==> config.mk <==
export PLATFORM = sky130hd
export DESIGN_NAME = instruction_queue_flat
export DESIGN_NICKNAME = d
export VERILOG_FILES = /design/src/rtl/instruction_queue_if.sv /design/src/rtl/instruction_queue.sv /design/src/flat_wrapper.sv
export SDC_FILE = /design/constraint.sdc
export NUM_CORES = 1
export LEC_CHECK = 0
export CAP_MARGIN = 20
export CORE_MARGIN = 1.5
export CORE_UTILIZATION = 45
export CTS_BUF_LIST = sky130_fd_sc_hd__clkbuf_8 sky130_fd_sc_hd__clkbuf_16
export DETAILED_ROUTE_END_ITERATION = 8
export PLACE_DENSITY = 0.65
export SLEW_MARGIN = 20
export SYNTH_ARGS = -nofsm -noshare
export SYNTH_HDL_FRONTEND = slang
export SYNTH_SLANG_ARGS = --single-unit
==> constraint.sdc <==
create_clock -name Clock -period 8.1 [get_ports Clock]
set_input_delay 1.215 -clock Clock [delete_from_list [all_inputs] [get_ports Clock]]
set_output_delay 1.215 -clock Clock [all_outputs]
set_load 0.02 [all_outputs]
==> src/rtl/instruction_queue_if.sv <==
// Fetch/issue bundle between instruction_queue (slave) and its environment (master).
// stallCycles exists only when ISSUE_STATS_EN is defined.
interface instruction_queue_if #(parameter int PTR_W = 3);
  logic [15:0]    instIn;
  logic           instInValid;
  logic           instInReady;
  logic           flush;
  logic           disponivelAdd;
  logic           disponivelMul;
  logic [15:0]    instruction;
  logic           Adderin;
  logic           Multin;
  logic [PTR_W:0] count;
  logic           halted;
  logic           illegal;
`ifdef ISSUE_STATS_EN
  logic [15:0]    stallCycles;
`endif

  modport master (
    output instIn, instInValid, flush, disponivelAdd, disponivelMul,
    input  instInReady, instruction, Adderin, Multin, count, halted, illegal
`ifdef ISSUE_STATS_EN
    , input stallCycles
`endif
  );

  modport slave (
    input  instIn, instInValid, flush, disponivelAdd, disponivelMul,
    output instInReady, instruction, Adderin, Multin, count, halted, illegal
`ifdef ISSUE_STATS_EN
    , output stallCycles
`endif
  );
endinterface

==> src/rtl/instruction_queue.sv <==
// In-order FIFO + issue to adder/multiplier RS; strobes one cycle after pop, stalls on !disponivel or hold-off.
// Backpressure: instInReady = !full. Optional ISSUE_STATS_EN adds stallCycles.
module instruction_queue #(
  parameter int DEPTH = 8,
  parameter int PTR_W = 3
) (
  input  logic                 Clock,
  input  logic                 Reset,
  instruction_queue_if.slave   bus
);
  typedef enum logic {RUN, HALTED} state_t;

  state_t            state, state_nxt;
  logic [15:0]       mem [DEPTH];
  logic [PTR_W-1:0]  rd_ptr, wr_ptr;
  logic [PTR_W:0]    cnt;
  logic [15:0]       head, instr_q;
  logic              add_q, mul_q, ill_q;
  logic              full, push, pop;
  logic              issue_add, issue_mul, drop_ill;
  logic              is_add, is_mul, is_halt;
  logic              clr;

  assign clr  = Reset || bus.flush;
  assign head = mem[rd_ptr];
  assign full = (cnt == (PTR_W+1)'(DEPTH));
  assign push = bus.instInValid && !full;

  always_comb begin
    is_add  = 1'b0;
    is_mul  = 1'b0;
    is_halt = 1'b0;
    case (head[3:0])
      4'b0000, 4'b0001, 4'b0100: is_add  = 1'b1;
      4'b0010, 4'b0011:          is_mul  = 1'b1;
      4'b1111:                   is_halt = 1'b1;
      default: ;
    endcase
  end

  // add_q/mul_q double as hold-off: disponivel lags the issue by one cycle.
  always_comb begin
    state_nxt = state;
    pop       = 1'b0;
    issue_add = 1'b0;
    issue_mul = 1'b0;
    drop_ill  = 1'b0;
    if (state == RUN && cnt != '0) begin
      if (is_add) begin
        if (bus.disponivelAdd && !add_q) begin
          pop       = 1'b1;
          issue_add = 1'b1;
        end
      end else if (is_mul) begin
        if (bus.disponivelMul && !mul_q) begin
          pop       = 1'b1;
          issue_mul = 1'b1;
        end
      end else if (is_halt) begin
        pop       = 1'b1;
        state_nxt = HALTED;
      end else begin
        pop      = 1'b1;
        drop_ill = 1'b1;
      end
    end
  end

  always_ff @(posedge Clock) begin
    if (clr) state <= RUN;
    else     state <= state_nxt;
  end

  always_ff @(posedge Clock) begin
    if (clr) begin
      rd_ptr  <= '0;
      wr_ptr  <= '0;
      cnt     <= '0;
      instr_q <= '0;
      add_q   <= 1'b0;
      mul_q   <= 1'b0;
      ill_q   <= 1'b0;
    end else begin
      if (push) wr_ptr <= wr_ptr + 1'b1;
      if (pop)  rd_ptr <= rd_ptr + 1'b1;
      case ({push, pop})
        2'b10:   cnt <= cnt + 1'b1;
        2'b01:   cnt <= cnt - 1'b1;
        default: ;
      endcase
      if (issue_add || issue_mul) instr_q <= head;
      add_q <= issue_add;
      mul_q <= issue_mul;
      ill_q <= drop_ill;
    end
  end

  always_ff @(posedge Clock) begin
    if (push && !clr) mem[wr_ptr] <= bus.instIn;
  end

`ifdef ISSUE_STATS_EN
  logic [15:0] stall_cnt;
  always_ff @(posedge Clock) begin
    if (clr)
      stall_cnt <= '0;
    else if (state == RUN && cnt != '0 && !pop && stall_cnt != 16'hFFFF)
      stall_cnt <= stall_cnt + 1'b1;
  end
  assign bus.stallCycles = stall_cnt;
`endif

  assign bus.instInReady = !full;
  assign bus.instruction = instr_q;
  assign bus.Adderin     = add_q;
  assign bus.Multin      = mul_q;
  assign bus.count       = cnt;
  assign bus.halted      = (state == HALTED);
  assign bus.illegal     = ill_q;
endmodule

==> src/flat_wrapper.sv <==
// flat-port wrapper written by rule: the top's interface ports become plain ports
module instruction_queue_flat 
#(
  parameter int DEPTH = 8,
  parameter int PTR_W = 3
)
  (Clock, Reset, bus_instIn, bus_instInValid, bus_flush, bus_disponivelAdd, bus_disponivelMul, bus_instInReady, bus_instruction, bus_Adderin, bus_Multin, bus_count, bus_halted, bus_illegal);
  instruction_queue_if #(.PTR_W(PTR_W)) bus_i ();
  input  logic Clock;
  input  logic Reset;
  input wire logic [$bits(bus_i.instIn)-1:0] bus_instIn;
  input wire logic [$bits(bus_i.instInValid)-1:0] bus_instInValid;
  input wire logic [$bits(bus_i.flush)-1:0] bus_flush;
  input wire logic [$bits(bus_i.disponivelAdd)-1:0] bus_disponivelAdd;
  input wire logic [$bits(bus_i.disponivelMul)-1:0] bus_disponivelMul;
  output wire logic [$bits(bus_i.instInReady)-1:0] bus_instInReady;
  output wire logic [$bits(bus_i.instruction)-1:0] bus_instruction;
  output wire logic [$bits(bus_i.Adderin)-1:0] bus_Adderin;
  output wire logic [$bits(bus_i.Multin)-1:0] bus_Multin;
  output wire logic [$bits(bus_i.count)-1:0] bus_count;
  output wire logic [$bits(bus_i.halted)-1:0] bus_halted;
  output wire logic [$bits(bus_i.illegal)-1:0] bus_illegal;
  assign bus_i.instIn = bus_instIn;
  assign bus_i.instInValid = bus_instInValid;
  assign bus_i.flush = bus_flush;
  assign bus_i.disponivelAdd = bus_disponivelAdd;
  assign bus_i.disponivelMul = bus_disponivelMul;
  assign bus_instInReady = bus_i.instInReady;
  assign bus_instruction = bus_i.instruction;
  assign bus_Adderin = bus_i.Adderin;
  assign bus_Multin = bus_i.Multin;
  assign bus_count = bus_i.count;
  assign bus_halted = bus_i.halted;
  assign bus_illegal = bus_i.illegal;
  instruction_queue #(.DEPTH(DEPTH), .PTR_W(PTR_W)) u_core (.Clock(Clock), .Reset(Reset), .bus(bus_i));
endmodule
# == Word-level counts from Yosys, hierarchy flattened ==
# Memory sizes are Yosys's and may differ from the RTL's. A register that Yosys moved wholly into a read port is not among the register bits.
# Cells that the tools add are included.
# word_totals
regBits,30
ramBits,128
inputBits,22
wordCells,62
mem_count,1
# classes
n_addsub,4
n_eq_ne,8
n_mux,19
n_bitwise,4
reduce_logical,18
# memory_table
memory,words,word_bits,rd,rd_ports_with_merged_regs,wr,line_no,rtl
u_core.mem,8,16,1,1,1,instruction_queue.sv:14,logic [15:0] mem [DEPTH];
# op_table
operator,n
1-bit 2-to-1 mux,16
4-bit by 2-bit equality test with 1-bit output (second input constant),2
4-bit equality test (second input constant),2
4-bit one-hot mux with 2 select lines,1
3-bit by 1-bit adder with 3-bit output (second input constant),2
3-bit 2-to-1 mux,2
1-bit logical AND,5
4-bit by 1-bit adder with 4-bit output (second input constant),1
4-bit by 1-bit equality test with 1-bit output (second input constant),1
4-bit by 3-bit equality test with 1-bit output (second input constant),1
1-bit logical NOT,4
4-bit logical NOT,1
1-bit inverter,4
4-bit AND reduction,1
4-bit nonzero test,1
4-bit OR reduction,1
4-bit by 1-bit subtractor with 4-bit output (second input constant),1
3-bit OR reduction,1
2-bit by 1-bit equality test with 1-bit output (second input constant),1
2-bit equality test (second input constant),1
1-bit logical OR,2
2-bit nonzero test,1
2-bit OR reduction,1

# == Logic depth before layout (Yosys ltp) ==
# Gate-level depths: netlist of run 1.
# logic_depth
depth_word,8
mapped_depth,14
mapped_depth_nobuf,12

# == Worst setup path after synthesis of run 1 ==
# No wires, ideal clock.
# synth_timing
path_type,input port to flip-flop
from,in bus_flush
to,mem u_core.mem[0][0] (enable)
setup_time_ns,0.409
arrival_ns,3.188
t_required_ns,7.691
setup_slack_ns,4.503
path_stages,4
cell_sequence,or2_2 > clkbuf_1 > or3_1 > nor3_1
# synth_between
elab_chain_cells,5
# synth_lines
item,line_no,rtl
start: declaration,flat_wrapper.sv:13,input wire logic [$bits(bus_i.flush)-1:0] bus_flush;
1-bit logical OR,instruction_queue.sv:24,assign clr = Reset || bus.flush;
1-bit logical NOT,instruction_queue.sv:99,if (push && !clr) mem[wr_ptr] <= bus.instIn;
1-bit logical AND,instruction_queue.sv:99,
1-bit 2-to-1 mux,instruction_queue.sv:99,
1-bit 2-to-1 mux (not written as such),instruction_queue.sv:99,
end: declaration,instruction_queue.sv:14,
# Every way passes these cells.

==> results of run 1 <==
## per-layer routing
metal  vias up  wire length [um]  track usage
met3        14               601       0.0459
met4         0               184       0.0698
li1       1541                 -            -
met1      1664              5420        0.240
met2        99              5600        0.263
met5         -                 0            0
## state kept, by name (all words and copies together), names as in the netlist, named ones only
signal,cells
u_core.mem,128
u_core.bus.instruction,16
u_core.bus.count,4
u_core.rd_ptr,3
u_core.wr_ptr,3
u_core.bus.Adderin,1
u_core.bus.Multin,1
u_core.bus.halted,1
u_core.bus.illegal,1
## Yosys cell counts, drive strengths merged (2+ instances only)
cell type	count	area share
mux4	30	0.11
xor2	4	0.0055
a21oi	22	0.017
o31ai	2	0.0024
nor2b	4	0.0039
edfxtp	128	0.60
or3	3	0.0029
nand2b	2	0.0020
and2	3	0.0033
a211oi	2	0.0043
dfxtp	33	0.10
buf	9	0.012
mux2i	7	0.015
nor2	21	0.013
clkbuf	5	0.0029
mux2	16	0.029
inv	18	0.011
nor4	2	0.0043
nand3	4	0.0031
or2	2	0.0020
ha	5	0.0098
nand2	8	0.0047
nor3	4	0.0031
o21ai	14	0.011
## power by group through the flow
stage	logic, mW	registers [mW]	clock network, mW
3_5_place_dp	0.113	0.922	0
6_report	0.112	0.905	0.714
4_1_cts	0.113	0.905	0.731
2_1_floorplan	0.0722	0.925	0
5_1_grt	0.123	0.905	0.768
3_3_place_gp	0.111	0.922	0
## cell families (layout without fill, tap and decap cells)
group | count (synthesis) | count (layout) | synth area share
buffers and inverters | 32 | 106 | 0.0251
muxes | 53 | 53 | 0.149
xor gates and xnor gates | 5 | 5 | 0.00686
AOI/OAI and AO/OA | 48 | 48 | 0.0537
adders and majority gates | 6 | 6 | 0.0129
DFF | 161 | 161 | 0.705
and+or+nand+nor | 57 | 57 | 0.0466
## path summary, 6_finish.rpt
check                                  from                        end  cells past startpoint
setup / recovery                  flip-flop        u_core.bus.count[3]                     12
hold / removal    u_core.bus.instruction[8]  u_core.bus.instruction[8]                      2
setup reg to reg                  flip-flop        u_core.bus.count[3]                     12
hold reg to reg   u_core.bus.instruction[8]  u_core.bus.instruction[8]                      2
## area by class of cell
type                            count  area share
Multi-Input combinational cell    169       0.229
Inverter                           18     0.00889
Clock buffer                       17      0.0559
Timing Repair Buffer               56      0.0704
Sequential cell                   161       0.593
Clock inverter                     15      0.0137
Tap cell                          180      0.0296
## worst min-delay path, cell delays in order, from the launching register on
cell and delay (ns):
dfxtp_1 0.31, inv_1 0.05, a21oi_1 0.05
## through the flow
step	utilization	setup WS [ns]	hold slack, ns
5_1_grt	0.548	3.99	0.464
3_5_place_dp	0.509	4.19	0.440
2_1_floorplan	-	4.50	0.453
6_report	0.548	4.23	0.444
3_3_place_gp	0.509	4.27	0.425
4_1_cts	0.548	4.18	0.449
==> key figures, run 1 <==
Routing
  • DRC Markers: 0
  • Post-Route WL: 11800 um
  • First-pass iteration count of the detailed router: 4
  • Iteration-0 DRC Markers: 301
  • Via density: 5.39
  • DR WL/cell: 19.2 um
  • Total number of vias: 3318
  • Antenna violation net count after detailed routing: 0

Logic synthesis
  • Top_reg_cell synth: edfxtp_1
  • Synth Net Count: 390
  • Post-synthesis cell area: 6390 um^2
  • Avg Cell Area, Syn: 17.6 um^2
  • Yosys cell types: 49
  • Synth Warn #: 0
  • Cells after Synth: 362
  • Sequential share of the synthesized area: 0.705
  • Number of synthesized flops with an enable pin: 128
  • Ys async rst share: 0
  • Yosys reg bits: 161

Power and ir drop
  • Switching power total: 0.367 mW
  • Gate power share: 0.065
  • Int Pwr: 1.36 mW
  • IR drop worst, VDD: 0.151 mV
  • Clock network power share: 0.413
  • Reg power frac: 0.523
  • Switching share of power: 0.212
  • Leak: 2.38 nW
  • Total power: 1.73 mW
  • PwrDens: 228 nW/um^2

Floorplan
  • Initial core utilization: 0.460
  • Core Area: 13900 um^2
  • Die width: 122 um
  • DIE HEIGHT: 122 um
  • I/O pins: 47
  • Die ar.: 14900 um^2
  • FP Rows: 43

Finish
  • Final cell count without fillers: 616
  • Fin area: 7600 um^2
  • Reg area: 4510 um^2
  • Fillers: 1077
  • Area of the multi-input gates: 1740 um^2
  • Final nets: 451
  • Commonest cells after routing, fill and taps aside: 128 x edfxtp_1, 46 x clkdlybuf4s50_1, 32 x dfxtp_1, 30 x mux4_2, 22 x a21oi_1
  • Area Overhead vs Synth: 19.1%
  • Proportion of layout cells with a drive suffix above 1: 0.227
  • # diodes: 0
  • Most common cell after layout, fill and taps aside: edfxtp_1

Status
  • Outcome: completed

Timing
  • Final slew viol count: 0
  • Final Setup Violations: 0
  • Final Hold Fails: 0
  • Slew Limit Headroom: 0.368
  • Worst slew pin tran: 0.945 ns
  • Max Fclk: 258 MHz
  • Setup Skew: 0.00625 ns
  • Post-route minimum period: 3.87 ns
  • RSZ-0062 raised after global routing: false
  • Final period util: 0.478
  • TNS Setup: 0 ns

CTS
  • CTS buffer count: 17
  • TritonCTS sink count: 161
  • Latest clock arrival within the worst-skew pair: 0.42 ns
  • # resized after CTS: 0
  • Deepest clock path buffer count: 2
  • Root buffer cell: clkbuf_16
  • Clock Pin Slew Worst Setup and Hold Paths: 0.06 ns
  • Post-CTS setup buffers: 0
  • H-Tree Depth: 4
  • CTS tree: done
  • Hold_buf cts: 0

Critical path
  • Critical Path Max Stage Delay: 0.60 ns
  • CP delay by family, top: compound AO/OA/AOI/OAI gates
  • Critical Path End Type: flip-flop
  • Setup crit start kind: flip-flop
  • Worst path slowest cell: mux4_2
  • Crit path max fanout: 34
  • WP data required: 8.45 ns
  • Critical path class: reg2reg
  • Critical-path cell list: buf_4 > mux4_2 > mux2_4 > o41ai_4 > nor2_2 > ha_1 > ha_1 > a21o_1 > a21oi_1 > xnor2_1 > or3_1 > a21oi_1
  • Register-to-register path setup slack: 4.23 ns
  • Crit path buffers/inverters: 1
  • Arr. time, crit path: 4.22 ns

Hold path
  • Worst min path class: reg2reg

Flow run
  • Max cap viols: 0

Placement
  • Port-buffer cells: 46
  • Area after DPL: 7070 um^2
  • Detailed-placement wirelength estimate: 7390 um
  • Dpl cells: 584
  • Global placer's final weighted congestion: 0.818

GRT
  • Overall global routing resource usage: 0.173
  • First-pass GRT wire length: 18200 um
  • Grt ovf: 0
  • Largest net degree at the start of global routing: 35
  • Initial antenna violation count: 0
  • Vias in the first global route: 3198
Power figures use the tool's default switching activity.
==> run 2: changes to the inputs <==
==> constraint.sdc (replaced) <==
create_clock -name Clock -period 3.57 [get_ports Clock]
set_input_delay 0.5355 -clock Clock [delete_from_list [all_inputs] [get_ports Clock]]
set_output_delay 0.5355 -clock Clock [all_outputs]
set_load 0.02 [all_outputs]
==> key figures, run 2 (synthesized netlist as in run 1, its figures left out) <==
Status
  • Outcome: completed

CTS
  • Latest clock arrival within the worst-skew pair: 0.42 ns
  • TritonCTS sink count: 161
  • H-Tree Depth: 4
  • Root buffer cell: clkbuf_16
  • Clock Pin Slew Worst Setup and Hold Paths: 0.07 ns
  • Hold_buf cts: 0
  • Deepest clock path buffer count: 2
  • CTS tree: done
  • CTS buffer count: 17

GRT
  • First-pass GRT wire length: 18600 um
  • Vias in the first global route: 3308
  • Largest net degree at the start of global routing: 28
  • Overall global routing resource usage: 0.173
  • Initial antenna violation count: 0
  • Grt ovf: 0

Finish
  • Final nets: 459
  • # diodes: 0
  • Area Overhead vs Synth: 20.7%
  • Max FFs per register: 128
  • Commonest cells after routing, fill and taps aside: 128 x edfxtp_1, 46 x clkdlybuf4s50_1, 32 x dfxtp_1, 30 x mux4_2, 22 x a21oi_1
  • Biggest register: u_core.mem
  • Proportion of layout cells with a drive suffix above 1: 0.250
  • Most common cell after layout, fill and taps aside: edfxtp_1

Placement
  • Global placer's final weighted congestion: 0.774
  • Detailed-placement wirelength estimate: 7130 um
  • Port-buffer cells: 46

Power and ir drop
  • Total power: 4.05 mW
  • Gate power share: 0.064
  • Int Pwr: 3.14 mW
  • IR drop worst, VDD: 0.345 mV
  • Switching power total: 0.906 mW
  • Leak: 2.44 nW
  • Reg power frac: 0.508
  • Clock network power share: 0.428
  • Switching share of power: 0.224
  • PwrDens: 525 nW/um^2

Timing
  • Worst slew pin tran: 0.755 ns
  • Slew Limit Headroom: 0.497
  • Max Fclk: 300 MHz
  • Setup Skew: 0.0100 ns
  • TNS Setup: 0 ns
  • Final Setup Violations: 0
  • RSZ-0062 raised after global routing: false
  • Final slew viol count: 0
  • Post-route minimum period: 3.33 ns
  • Final period util: 0.934
  • Final Hold Fails: 0

Routing
  • Via density: 5.27
  • DR WL/cell: 18.8 um
  • Post-Route WL: 11700 um
  • First-pass iteration count of the detailed router: 4
  • Antenna violation net count after detailed routing: 0
  • DRC Markers: 0
  • Iteration-0 DRC Markers: 282
  • Total number of vias: 3291

Floorplan
  • Die ar.: 14900 um^2
  • DIE HEIGHT: 122 um
  • I/O pins: 47
  • FP Rows: 43
  • Die width: 122 um
  • Core Area: 13900 um^2
  • Initial core utilization: 0.460

Hold path
  • Worst min path class: reg2reg

Critical path
  • Critical Path End Type: flip-flop
  • Crit path max fanout: 11
  • WP data required: 3.92 ns
  • Arr. time, crit path: 3.69 ns
  • Setup crit start kind: flip-flop
  • Critical path class: reg2reg

Flow run
  • Max cap viols: 0
## run 2: per-layer routing
| layer | wire length (um) | track usage | up-vias | share of wire |
|---|---|---|---|---|
| li1 | - | - | 1546 | - |
| met1 | 5320 | 0.235 | 1645 | 0.45 |
| met2 | 5620 | 0.271 | 81 | 0.48 |
| met3 | 545 | 0.0370 | 19 | 0.047 |
| met4 | 227 | 0.0763 | 0 | 0.019 |
| met5 | 0 | 0 | - | 0 |
## run 2: timing repair
action                                  CTS  global route
buffers inserted                          0             0
endpoints found under the setup margin    0             1
resized for setup                         0             2
## run 2: path summary, 6_finish.rpt
path,startpoint,to,slack [ns],cells after the start
setup / recovery,flip-flop,u_core.bus.count[3],0.24,13
setup reg to reg,flip-flop,u_core.bus.count[3],0.24,13
hold / removal,u_core.bus.instruction[9],u_core.bus.instruction[9],0.44,2
hold reg to reg,u_core.bus.instruction[9],u_core.bus.instruction[9],0.44,2
## run 2: power by group through the flow
stage	clock network [mW]	registers [mW]	logic, mW
2_1_floorplan	0	2.10	0.164
3_3_place_gp	0	2.09	0.253
3_5_place_dp	0	2.10	0.258
4_1_cts	1.77	2.05	0.260
5_1_grt	1.85	2.06	0.284
6_report	1.73	2.05	0.259
## run 2: layout make-up
cell class,count,area [um^2]
repair buffers,64,599
multi-input cells,169,1730
fillers,1089,6180
clock buffers,17,425
inverters,18,67.6
well taps,180,225
flip-flops and latches,161,4510
clock inverters,15,148
## run 2: worst max-delay path: stages, from the launching register on
cell,delay (ns)
dfxtp_4,0.45
buf_6,0.22
mux4_2,0.55
mux2i_4,0.19
nor2_1,0.13
nor4_4,0.18
nor2_2,0.09
ha_1,0.25
ha_1,0.29
a21o_1,0.18
a21oi_1,0.17
xnor2_1,0.09
or3_1,0.32
a21oi_1,0.16
## run 2: through the flow
step / setup slack, ns / hold WS [ns] / cell area, um^2 / utilization / instances
finish: 0.236 / 0.444 / 7700 / 0.555 / 624
global route: 0.0804 / 0.466 / 7700 / 0.555 / 624
CTS: 0.0519 / 0.449 / 7700 / 0.555 / 624
detailed placement: 0.0822 / 0.439 / 7130 / 0.513 / 592
global placement: 0.214 / 0.429 / 7130 / 0.513 / 592
floorplan: 0.402 / 0.453 / 6390 / - / 362
==> run 3: changes to the inputs <==
--- a/config.mk
+++ b/config.mk
@@ -15,3 +15,4 @@
 export SYNTH_ARGS = -nofsm -noshare
 export SYNTH_HDL_FRONTEND = slang
 export SYNTH_SLANG_ARGS = --single-unit
+export TNS_END_PERCENT = 1
==> constraint.sdc (replaced) <==
create_clock -name Clock -period 3.3 [get_ports Clock]
set_input_delay 0.495 -clock Clock [delete_from_list [all_inputs] [get_ports Clock]]
set_output_delay 0.495 -clock Clock [all_outputs]
set_load 0.02 [all_outputs]
==> key figures, run 3 (synthesized netlist as in run 1, its figures left out) <==
Timing
  • Final Setup Violations: 0
  • Max Fclk: 319 MHz
  • Final period util: 0.950
  • TNS Setup: 0 ns
  • Final Hold Fails: 0
  • PnR worst setup slack: 0.167 ns
  • Worst slew pin tran: 0.489 ns
  • Final slew viol count: 0
  • Setup Skew: 0.00989 ns
  • Slew Limit Headroom: 0.671
  • Post-route minimum period: 3.13 ns

GRT
  • Vias in the first global route: 3275
  • First-pass GRT wire length: 18100 um
  • GR Util met2: 0.268
  • Initial antenna violation count: 0
  • Met3 global-route usage: 0.0342
  • Met1 Track Usage GR: 0.229
  • Overall global routing resource usage: 0.170
  • Largest net degree at the start of global routing: 28
  • Grt ovf: 0
  • Gr busiest metal: met2

Routing
  • Iteration-0 DRC Markers: 225
  • Via density: 5.26
  • Post-Route WL: 11600 um
  • First-pass iteration count of the detailed router: 6
  • DRC Markers: 0
  • DR WL/cell: 18.4 um
  • Total number of vias: 3315
  • Antenna violation net count after detailed routing: 0

CTS
  • Deepest clock path buffer count: 2
  • Root buffer cell: clkbuf_16
  • H-Tree Depth: 4
  • Hold_buf cts: 0
  • Clock Pin Slew Worst Setup and Hold Paths: 0.06 ns
  • CTS buffer count: 17
  • CTS tree: done
  • Latest clock arrival within the worst-skew pair: 0.42 ns
  • TritonCTS sink count: 161

Placement
  • Global placer's final weighted congestion: 0.826
  • Port-buffer cells: 46
  • Detailed-placement wirelength estimate: 7200 um
  • Pre-CTS WS: 0.0371 ns

Floorplan
  • Die ar.: 14900 um^2
  • Die width: 122 um
  • DIE HEIGHT: 122 um
  • Initial core utilization: 0.460
  • FP Rows: 43
  • Core Area: 13900 um^2
  • I/O pins: 47

Critical path
  • Reg2reg end: u_core.bus.count[3]
  • Setup crit start kind: flip-flop
  • Register-to-register path setup slack: 0.17 ns
  • Critical path class: reg2reg
  • R2r worst-path depth: 13
  • Crit path max fanout: 7
  • Crit path capture: u_core.bus.count[3]
  • Critical Path End Type: flip-flop
  • Arr. time, crit path: 3.48 ns
  • WP data required: 3.65 ns

Hold path
  • Hold_sp: u_core.bus.instruction[15]
  • Worst min path class: reg2reg

Status
  • Outcome: completed

Finish
  • Fillers: 1073
  • Max FFs per register: 128
  • Proportion of layout cells with a drive suffix above 1: 0.267
  • Most common cell after layout, fill and taps aside: edfxtp_1
  • Final nets: 465
  • Biggest register: u_core.mem
  • # diodes: 0
  • Area Overhead vs Synth: 22.2%
  • Commonest cells after routing, fill and taps aside: 128 x edfxtp_1, 46 x clkdlybuf4s50_1, 31 x dfxtp_1, 30 x mux4_2, 23 x buf_4

Power and ir drop
  • IR drop worst, VDD: 0.383 mV
  • PwrDens: 571 nW/um^2
  • Leak: 2.50 nW

Flow run
  • Max cap viols: 0
-- run 3: changes by cell type in the layout (fill, tap and decap cells not counted), moves of 2 or more --
cell / change
clkbuf_8: +4
buf_4: +6
inv_8: -3
clkbuf_16: +3
clkinvlp_4: -2
-- run 3: worst max-delay path: stages (launching register included) --
cell	delay (ns)
dfxtp_4	0.41
buf_8	0.14
mux2_2	0.34
a2bb2oi_2	0.16
and2_4	0.18
o41ai_4	0.39
nor2_2	0.09
ha_2	0.21
ha_1	0.27
a21o_1	0.19
a21oi_2	0.14
xnor2_1	0.09
or3_1	0.30
a21oi_1	0.13
-- run 3: power by group --
group          leakage, nW  switching, mW  total, mW  internal (mW)
combinational        0.775          0.149      0.292          0.142
clock                0.307          0.760       1.95           1.19
sequential            1.42         0.0147       2.22           2.21
-- run 3: cell type report --
| cell class | count | area, um^2 | area share |
|---|---|---|---|
| Tap cell | 180 | 225 | 0.0289 |
| Timing Repair Buffer | 70 | 648 | 0.0831 |
| Multi-Input combinational cell | 169 | 1740 | 0.223 |
| Sequential cell | 161 | 4510 | 0.578 |
| Clock buffer | 24 | 556 | 0.0712 |
| Inverter | 18 | 67.6 | 0.00866 |
| Clock inverter | 8 | 60.1 | 0.00770 |
-- run 3: worst min path at each step --
stage / end / slack (ns) / depth (start not counted)
floorplan: flip-flop / 0.45 / 2
global placement: u_core.bus.instruction[3] / 0.43 / 2
detailed placement: u_core.bus.instruction[3] / 0.43 / 2
CTS: u_core.bus.instruction[3] / 0.44 / 2
global route: u_core.bus.instruction[9] / 0.46 / 2
finish: u_core.bus.instruction[15] / 0.44 / 2
-- run 3: repair_timing --
action                                  4_1_cts  5_1_grt
endpoints found under the setup margin        0        1
gates resized for setup                       0        6
setup buffers                                 0        1
-- run 3: per-stage QoR --
step                      instances  total power, mW  area, um^2  hold WS [ns]  utilization
after floorplan                 362             2.45        6390         0.453            -
after global placement          597             2.54        7160         0.426        0.516
after detailed placement        597             2.55        7160         0.433        0.516
after CTS                       629             4.49        7780         0.443        0.560
after global routing            630             4.60        7800         0.457        0.562
final                           630             4.46        7800         0.438        0.562
-- run 3: routing by layer --
| layer | up-vias | wire, um | part of all wire |
|---|---|---|---|
| met5 | - | 0 | 0 |
| met4 | 0 | 176 | 0.015 |
| met3 | 12 | 629 | 0.054 |
| met2 | 93 | 5640 | 0.49 |
| met1 | 1650 | 5160 | 0.44 |
| li1 | 1560 | - | - |
